==> src/rtl/arm_multicycle_ctrl.sv <==
// Multicycle ARM control unit: instruction decode, NZCV flag register and
// the Moore main FSM that steps the shared memory/ALU datapath.
//
// state  | meaning
// FETCH  | read instruction at PC into IR, PC <= PC+4
// DECODE | read register file, precompute PC+8
// MEMADR | ALU forms load/store address base+imm
// MEMRD  | read data memory at ALUOut
// MEMWB  | write loaded data to Rd
// MEMWR  | write RD2 to data memory at ALUOut
// EXECR  | data-processing op, register operand
// EXECI  | data-processing op, immediate operand
// ALUWB  | write ALU result to Rd (PC when Rd=15)
// BRANCH | PC <= PC+8+imm when condition holds
module arm_multicycle_ctrl (
  input  logic       clk,
  input  logic       reset,
  input  logic [3:0] Cond,
  input  logic [1:0] Op,
  input  logic [5:0] Funct,
  input  logic [3:0] Rd,
  input  logic [3:0] ALUFlags,
  output logic       PCWrite,
  output logic       MemWrite,
  output logic       RegWrite,
  output logic       IRWrite,
  output logic       AdrSrc,
  output logic [1:0] RegSrc,
  output logic [1:0] ALUSrcA,
  output logic [1:0] ALUSrcB,
  output logic [1:0] ResultSrc,
  output logic [1:0] ImmSrc,
  output logic [1:0] ALUControl
);

  localparam logic [3:0] FETCH  = 4'd0;
  localparam logic [3:0] DECODE = 4'd1;
  localparam logic [3:0] MEMADR = 4'd2;
  localparam logic [3:0] MEMRD  = 4'd3;
  localparam logic [3:0] MEMWB  = 4'd4;
  localparam logic [3:0] MEMWR  = 4'd5;
  localparam logic [3:0] EXECR  = 4'd6;
  localparam logic [3:0] EXECI  = 4'd7;
  localparam logic [3:0] ALUWB  = 4'd8;
  localparam logic [3:0] BRANCH = 4'd9;

  logic [3:0] state, state_nxt, out_state;
  logic [3:0] flags;
  logic [1:0] alu_dec;
  logic       no_write, cmd_ok, arith;
  logic       cond_ex, flag_we;
  logic       pc_w, mem_w, reg_w, ir_w;
  logic       flag_n, flag_z, flag_c, flag_v;

  assign {flag_n, flag_z, flag_c, flag_v} = flags;

  always_comb begin
    alu_dec  = 2'b00;
    no_write = 1'b0;
    cmd_ok   = 1'b1;
    arith    = 1'b0;
    case (Funct[4:1])
      4'b0100: begin alu_dec = 2'b00; arith = 1'b1; end
      4'b0010: begin alu_dec = 2'b01; arith = 1'b1; end
      4'b0000: alu_dec = 2'b10;
      4'b1100: alu_dec = 2'b11;
      4'b1010: begin alu_dec = 2'b01; arith = 1'b1; no_write = 1'b1; end
      default: begin no_write = 1'b1; cmd_ok = 1'b0; end
    endcase
  end

  always_comb begin
    cond_ex = 1'b0;
    case (Cond)
      4'b0000: cond_ex = flag_z;
      4'b0001: cond_ex = ~flag_z;
      4'b0010: cond_ex = flag_c;
      4'b0011: cond_ex = ~flag_c;
      4'b0100: cond_ex = flag_n;
      4'b0101: cond_ex = ~flag_n;
      4'b0110: cond_ex = flag_v;
      4'b0111: cond_ex = ~flag_v;
      4'b1000: cond_ex = flag_c & ~flag_z;
      4'b1001: cond_ex = ~flag_c | flag_z;
      4'b1010: cond_ex = (flag_n == flag_v);
      4'b1011: cond_ex = (flag_n != flag_v);
      4'b1100: cond_ex = ~flag_z & (flag_n == flag_v);
      4'b1101: cond_ex = flag_z | (flag_n != flag_v);
      4'b1110: cond_ex = 1'b1;
      default: cond_ex = 1'b0;
    endcase
  end

  always_comb begin
    state_nxt = FETCH;
    case (state)
      FETCH:  state_nxt = DECODE;
      DECODE: begin
        case (Op)
          2'b01:   state_nxt = MEMADR;
          2'b00:   state_nxt = Funct[5] ? EXECI : EXECR;
          2'b10:   state_nxt = BRANCH;
          default: state_nxt = FETCH;
        endcase
      end
      MEMADR: state_nxt = Funct[0] ? MEMRD : MEMWR;
      MEMRD:  state_nxt = MEMWB;
      EXECR:  state_nxt = ALUWB;
      EXECI:  state_nxt = ALUWB;
      default: state_nxt = FETCH;
    endcase
  end

  // Flags capture the ALU result of the execute cycle; condition uses the old flags.
  assign flag_we = ((state == EXECR) || (state == EXECI)) & Funct[0] & cond_ex & cmd_ok;

  always_ff @(posedge clk) begin
    if (reset) begin
      state <= FETCH;
      flags <= 4'b0000;
    end else begin
      state <= state_nxt;
      if (flag_we) begin
        flags[3:2] <= ALUFlags[3:2];
        if (arith) flags[1:0] <= ALUFlags[1:0];
      end
    end
  end

  // While in reset the selects show FETCH values and every enable is masked.
  assign out_state = reset ? FETCH : state;

  always_comb begin
    pc_w       = 1'b0;
    mem_w      = 1'b0;
    reg_w      = 1'b0;
    ir_w       = 1'b0;
    AdrSrc     = 1'b0;
    ALUSrcA    = 2'b00;
    ALUSrcB    = 2'b00;
    ResultSrc  = 2'b00;
    ALUControl = 2'b00;
    case (out_state)
      FETCH: begin
        ir_w = 1'b1; pc_w = 1'b1;
        ALUSrcA = 2'b01; ALUSrcB = 2'b10; ResultSrc = 2'b10;
      end
      DECODE: begin
        ALUSrcA = 2'b01; ALUSrcB = 2'b10; ResultSrc = 2'b10;
      end
      MEMADR: ALUSrcB = 2'b01;
      MEMRD:  AdrSrc = 1'b1;
      MEMWB: begin
        ResultSrc = 2'b01; reg_w = cond_ex;
      end
      MEMWR: begin
        AdrSrc = 1'b1; mem_w = cond_ex;
      end
      EXECR: ALUControl = alu_dec;
      EXECI: begin
        ALUSrcB = 2'b01; ALUControl = alu_dec;
      end
      ALUWB: begin
        reg_w = cond_ex & ~no_write;
        pc_w  = cond_ex & ~no_write & (Rd == 4'd15);
      end
      BRANCH: begin
        ALUSrcB = 2'b01; ResultSrc = 2'b10; pc_w = cond_ex;
      end
      default: ;
    endcase
  end

  assign PCWrite  = ~reset & pc_w;
  assign MemWrite = ~reset & mem_w;
  assign RegWrite = ~reset & reg_w;
  assign IRWrite  = ~reset & ir_w;

  assign RegSrc = {(Op == 2'b01), (Op == 2'b10)};
  assign ImmSrc = Op;

endmodule

==> config.mk <==
export PLATFORM = sky130hd
export DESIGN_NAME = arm_multicycle_ctrl
export DESIGN_NICKNAME = d
export VERILOG_FILES = /design/src/rtl/arm_multicycle_ctrl.sv
export SDC_FILE = /design/constraint.sdc
export NUM_CORES = 1
export LEC_CHECK = 0
export ABC_AREA = 1
export BUFFER_PORTS_ARGS = -buffer_cell sky130_fd_sc_hd__buf_2
export CORE_UTILIZATION = 30
export DETAILED_ROUTE_END_ITERATION = 12
export GPL_TIMING_DRIVEN = 1
export PLACE_DENSITY_LB_ADDON = 0.2
export SYNTH_ARGS = -nofsm -noshare
export SYNTH_HDL_FRONTEND = slang
export SYNTH_SLANG_ARGS = --single-unit
==> constraint.sdc <==
create_clock -name clk -period 2.05 [get_ports clk]
set_input_delay 0.205 -clock clk [delete_from_list [all_inputs] [get_ports clk]]
set_output_delay 0.205 -clock clk [all_outputs]
set_load 0.01 [all_outputs]
==> results of run 1 <==
[metrics by stage]
stage	instance area (sq um)	worst slack, ns	instances	hold slack [ns]
after floorplan	888.4	0.6616	163	0.3676
after global placement	1085	0.5133	227	0.4624
after detailed placement	1085	0.4989	227	0.4727
after CTS	1107	0.2566	230	0.2027
after global routing	1107	0.1637	230	0.2263
final	1107	0.2626	230	0.2060
[path summary, 6_finish.rpt]
path	start	to	slack, ns	depth (start not counted)
hold reg to reg	flags[2]	flags[2]	0.53	2
hold / removal	ALUFlags[3]	flags[3]	0.21	3
setup / recovery	flags[3]	PCWrite	0.26	10
setup reg to reg	flags[3]	flags[2]	0.65	11
[cells in the mapped netlist, drive strengths merged]
cell    count
a21oi       8
nand4       4
dfxtp       8
a211oi      1
o22ai       1
conb        1
nand3      11
o21ai      10
inv        30
nand3b      1
nor2       35
nand2      43
buf         4
nor3        6
[tightest hold or removal path: cells and delay by family]
family                 cells  cell delay (ns)
AO/OA/AOI/OAI              1             0.07
AND/OR/NAND/NOR            1             0.08
buffers and inverters      1             0.07
[placed cells by master (no fill, tap or decap), drive strengths merged]
master / synthesis / final
a211oi: 1 / 1
a21oi: 8 / 8
buf: 4 / 37
clkbuf: 0 / 3
conb: 1 / 1
dfxtp: 8 / 8
inv: 30 / 30
nand2: 43 / 43
nand3: 11 / 11
nand3b: 1 / 1
nand4: 4 / 4
nor2: 35 / 35
nor3: 6 / 6
o21ai: 10 / 10
o22ai: 1 / 1
[cell families (layout without fill, tap and decap cells)]
family                 Yosys count  after routing  share of synthesized area, %
AO/OA/AOI/OAI                   20             20                         13.10
buffers and inverters           34             70                         15.77
flip-flops                       8              8                         18.03
other                            1              1                        0.4221
AND/OR/NAND/NOR                100            100                         52.68
[final cells by class]
type,instances,share of cell area [%]
multi-input cells,121,53.11
repair buffers,37,16.72
flip-flops and latches,8,14.46
inverters,30,10.17
well taps,31,3.503
clock buffers,3,2.034
[state kept, by name, indices dropped and copies added (netlist names)]
register	count
state	4
flags	4
[power by group]
part           internal, mW  leakage (nW)  switching [mW]
combinational        0.0566         0.521          0.0988
clock                0.0672        0.0138          0.0561
sequential            0.161        0.0650         0.00602
total                 0.285         0.599           0.161
[routing by layer]
| metal | vias to the layer above | GRT usage, % | routed length [microns] |
|---|---|---|---|
| li1 | 582 | - | - |
| met1 | 466 | 16.13 | 1022 |
| met2 | 34 | 27.89 | 1169 |
| met3 | 2 | 3.687 | 128 |
| met4 | 0 | 2.091 | 12 |
| met5 | - | 0 | 0 |
==> results by group, run 1 <==
Worst setup path
  • Critical Path Max Stage Delay: 0.39 ns
  • Setup CP Type: reg -> out
  • Worst-path maximum fanout: 5
  • Worst Path Required: 1.85 ns
  • Crit path launch type: flop
  • Worst path top cell family by delay: simple AND/OR/NAND/NOR gates
  • Slowest CP cell: dfxtp_1
  • Endpoint class of the critical path: output pin
  • CP cell instances: inv_2 > nand2_1 > nand2_2 > nand3_1 > nand3_1 > nor2_2 > nand2_4 > nand2_1 > o21ai_1 > buf_2
  • Worst path buffer plus inverter count: 2
  • Worst EP arrival: 1.58 ns

Clock network
  • Skew-Pair Late Insertion Delay: 0.25 ns
  • CTS tree: done
  • CTS resizes: 0
  • Setup bufs post-CTS: 0
  • Number of hold buffers added after cts: 0
  • Clk sink count: 8
  • Root Buffer: clkbuf_4
  • Clock slew at reported path FFs: 0.06 ns
  • TritonCTS Buffers: 3
  • H-tree Lvls: 1
  • CTS Buffer Depth: 2

Pwr
  • Power Dens Cells: 402.8 nW/um^2
  • Peak supply drop: 0.0003988 V
  • Leak pwr: 0.5993 nW
  • Design Power: 446.0 uW

Timing
  • RSZ-0062 raised after global routing: no
  • Max Clock Freq: 559.5 MHz
  • Clock Skew: 0.004639 ns
  • TNS Setup: 0 ns
  • Fin. Hold Viols: 0
  • Fin. max-slew vios: 0
  • Final min period: 1.787 ns
  • Final period utilization: 87.19%
  • Endpoints failing setup: 0

Placed design
  • # port buffers: 37
  • Routability Congestion: 0.8742
  • DP HPWL: 1969 microns

Synthesis
  • Syn Nets: 185
  • Library cells used by synthesis: 23
  • Post-synthesis cell count: 163
  • #FFs+latches synth: 8
  • Most area-hungry cell type in the Yosys netlist: dfxtp_1
  • Seq/Total Area, Yosys: 18.03%
  • Synth top area cells: dfxtp_1, nand2_1, nor2_1
  • Share of the synthesized area in the top cell type: 18.03%
  • Syn Area/Cell: 5.450 sq um
  • Synth warn: 0
  • Mapped cell area: 888.4 sq um

Floorplan
  • Std-Cell Core Area: 2781 sq um
  • IO Pins: 39
  • Initial Util: 31.94%
  • Die Wd: 56.42 microns
  • Die area: 3183 sq um
  • Row cnt: 19
  • Die height: 56.42 microns

Route
  • DRC Markers: 0
  • Final wirelength: 2332 microns
  • Initial DRT Pass Iterations: 4
  • Drt via density: 4.713
  • Final ANT Viol Nets: 0
  • Routed len/inst: 10.14 microns
  • Total number of vias: 1084
  • Initial drt markers: 24

Global route
  • Gr ovfl total: 0
  • Vias in the first global route: 1006
  • GRT Overall Usage: 14.49%
  • Initial antenna violation count: 0
  • First-pass GRT wire length: 3746 microns
  • Largest net degree at the start of global routing: 10

Layout
  • Final nets: 223
  • Layout Utilization: 39.81%
  • Layout cells sized above 1: 31.16%
  • Storage cell area: 160.2 sq um
  • Multi-input logic area: 588.1 sq um
  • P&R area growth vs syn: 24.65%
  • Fill cells: 326
  • Diodes inserted: 0

Status
  • Status: completed

Worst hold path
  • Hold crit path type: in -> reg

Run
  • Max-cap violations: 0
No activity file was read; power rests on OpenSTA's default activity.
==> run 2, diff against run 1 <==
Settings changed: CELL_PAD_IN_SITES_DETAIL_PLACEMENT set to 1, CELL_PAD_IN_SITES_GLOBAL_PLACEMENT set to 2, CORE_UTILIZATION 30 to 23.
==> run 2 against run 1 <==
Effect of this change:
- register-to-register slack hardly changed
- die area up 29%
- highest routed layer unchanged
- clock-buffer cell count unchanged
==> results by group, run 2 (same netlist as run 1, synthesis figures left out) <==
Layout
  • Fill cells: 531 (was 326)
  • Layout cells sized above 1: 31.16% (unchanged)
  • Diodes inserted: 0 (unchanged)
  • Storage cell area: 160.2 sq um (unchanged)
  • Layout Utilization: 31.11% (was 39.81%)
  • Commonest non-fill, non-tap cell in the layout: buf_2 (unchanged)
  • P&R area growth vs syn: 29.15% (was 24.65%)
  • Biggest regs: flags (4), state (4) (unchanged)
  • Final Cell Area: 1147 sq um (was 1107 sq um)
  • Final nets: 223 (unchanged)
  • Most frequent cells in the layout: buf_2, nand2_1, nor2_1 (unchanged)
  • Multi-input logic area: 588.1 sq um (unchanged)

Worst setup path
  • CP cell instances: inv_2 > nand2_1 > nand2_2 > nand2_2 > nand2_1 > nand2_1 > nand2_2 > nor2_4 > nand2_4 > nand2_1 > o21ai_1 > buf_2 (was inv_2 > nand2_1 > nand2_2 > nand3_1 > nand3_1 > nor2_2 > nand2_4 > nand2_1 > o21ai_1 > buf_2)
  • Worst R2R End: flags[2] (unchanged)
  • Crit Reg-Reg Startpoint: flags[3] (unchanged)
  • Cell depth of the worst flop-to-flop path: 13 (was 11)
  • Worst-path maximum fanout: 5 (unchanged)
  • Worst EP arrival: 1.53 ns (was 1.58 ns)
  • R2r setup slk: 0.66 ns (was 0.65 ns)
  • Crit path launch type: flop (unchanged)
  • Critical Path Max Stage Delay: 0.38 ns (was 0.39 ns)
  • Setup CP Type: reg -> out (unchanged)
  • Endpoint class of the critical path: output pin (unchanged)
  • Slowest CP cell: dfxtp_1 (unchanged)
  • Crit path top cell by count: nand2_1
  • Worst Path Required: 1.85 ns (about the same)

Global route
  • First-pass GRT wire length: 4381 microns (was 3746 microns)
  • GRT Overall Usage: 13.27% (was 14.49%)
  • Vias in the first global route: 1078 (was 1006)
  • Initial antenna violation count: 0 (unchanged)
  • Gr ovfl total: 0 (unchanged)
  • Largest net degree at the start of global routing: 10 (unchanged)

Pwr
  • Switching portion of total power: 32.82% (was 36.10%)
  • Clock share of power: 36.7% (was 27.7%)
  • Cell Int Power: 345.8 uW (was 285.0 uW)
  • Leak pwr: 0.6071 nW (was 0.5993 nW)
  • Power Dens Cells: 448.6 nW/um^2 (was 402.8 nW/um^2)
  • Switch Pwr: 168.9 uW (was 161.0 uW)
  • Combinational power share: 30.5% (was 34.9%)
  • Register share of total power: 32.8% (was 37.5%)
  • Peak supply drop: 0.0001651 V (was 0.0003988 V)

Clock network
  • CTS tree: done (unchanged)
  • Number of hold buffers added after cts: 0 (unchanged)
  • Skew-Pair Late Insertion Delay: 0.23 ns (was 0.25 ns)
  • Clk sink count: 8 (unchanged)
  • TritonCTS Buffers: 3 (unchanged)
  • CTS Buffer Depth: 2 (unchanged)
  • H-tree Lvls: 1 (unchanged)
  • Setup bufs post-CTS: 0 (unchanged)
  • Root Buffer: clkbuf_8 (was clkbuf_4)
  • CTS resizes: 0 (unchanged)
  • Clock slew at reported path FFs: 0.04 ns (was 0.06 ns)

Status
  • Status: completed (unchanged)

Route
  • Initial DRT Pass Iterations: 4 (unchanged)
  • Initial drt markers: 18 (was 24)
  • Final ANT Viol Nets: 0 (unchanged)
  • DRC Markers: 0 (unchanged)
  • Drt via density: 4.372 (was 4.713)
  • Final wirelength: 2607 microns (was 2332 microns)
  • Total number of vias: 1080 (was 1084)
  • Routed len/inst: 10.55 microns (was 10.14 microns)

Worst hold path
  • Hold Path End: flags[2] (was flags[3])
  • Hold-critical path depth: 3 (unchanged)
  • HP Start: ALUFlags[2] (was ALUFlags[3])
  • Hold crit path type: in -> reg (unchanged)

Floorplan
  • Die area: 4115 sq um (was 3183 sq um)
  • IO Pins: 39 (unchanged)
  • Die Wd: 64.15 microns (was 56.42 microns)
  • Die height: 64.15 microns (was 56.42 microns)
  • Row cnt: 22 (was 19)
  • Std-Cell Core Area: 3689 sq um (was 2781 sq um)
  • Initial Util: 24.08% (was 31.94%)

Placed design
  • DP HPWL: 2347 microns (was 1969 microns)
  • Routability Congestion: 0.7996 (was 0.8742)
  • # port buffers: 37 (unchanged)
  • Cell Area, Placed: 1106 sq um (was 1085 sq um)

Timing
  • Fin. max-slew vios: 0 (unchanged)
  • TNS Setup: 0 ns (unchanged)
  • Worst hold slack: 0.2461 ns (was 0.2060 ns)
  • Clock Skew: 0.002530 ns (was 0.004639 ns)
  • Endpoints failing setup: 0 (unchanged)
  • Final min period: 1.730 ns (was 1.787 ns)
  • RSZ-0062 raised after global routing: no (unchanged)
  • Fin. Hold Viols: 0 (unchanged)
  • Final period utilization: 84.40% (was 87.19%)
  • Max Clock Freq: 577.9 MHz (was 559.5 MHz)

Run
  • Max-cap violations: 0 (unchanged)
run 2: cell count changes in the layout (fill, tap and decap cells not counted):
| cell | change |
|---|---|
| clkbuf_4 | -3 |
| clkbuf_8 | +3 |
run 2: per-layer routing:
metal	part of all wire [%]	track usage [%]	vias up
met5	0	0	-
met4	0.88	5.000	0
met3	2.8	0.7143	2
met2	48	23.94	20
met1	49	16.43	476
li1	-	-	582
run 2: final cells by class:
cell class | instances | area share (%)
Tap cell | 48 | 5.234
Clock buffer | 3 | 3.599
Sequential cell | 8 | 13.96
Inverter | 30 | 9.815
Multi-Input combinational cell | 121 | 51.25
Timing Repair Buffer | 37 | 16.14
run 2: power groups by stage:
stage,logic [mW],registers [mW],clock network [mW]
global placement,0.157,0.171,0
global route,0.180,0.169,0.201
detailed placement,0.160,0.171,0
CTS,0.160,0.168,0.197
finish,0.157,0.169,0.189
floorplan,0.102,0.169,0
run 2: worst max path at each step:
stage / endpoint / cells past startpoint / start
CTS: RegWrite / 7 / state[2]
global route: RegWrite / 7 / state[2]
global placement: PCWrite / 11 / reset
detailed placement: PCWrite / 11 / reset
finish: PCWrite / 12 / flags[3]
floorplan: RegWrite / 6 / state[2]
run 2: per-stage QoR:
stage | setup WS, ns | total power, mW | cells
3_5_place_dp | 0.5104 | 0.3307 | 244
3_3_place_gp | 0.4757 | 0.3279 | 244
4_1_cts | 0.2972 | 0.5261 | 247
6_report | 0.3197 | 0.5147 | 247
5_1_grt | 0.1489 | 0.5494 | 247
2_1_floorplan | 0.6616 | 0.2714 | 163
run 2: critical path: cells and delay by family, from the launching register on:
kind / cells / cell delay [ns]
AND/OR/NAND/NOR: 9 / 0.69
flip-flops: 1 / 0.38
buffers and inverters: 2 / 0.19
AO/OA/AOI/OAI: 1 / 0.05
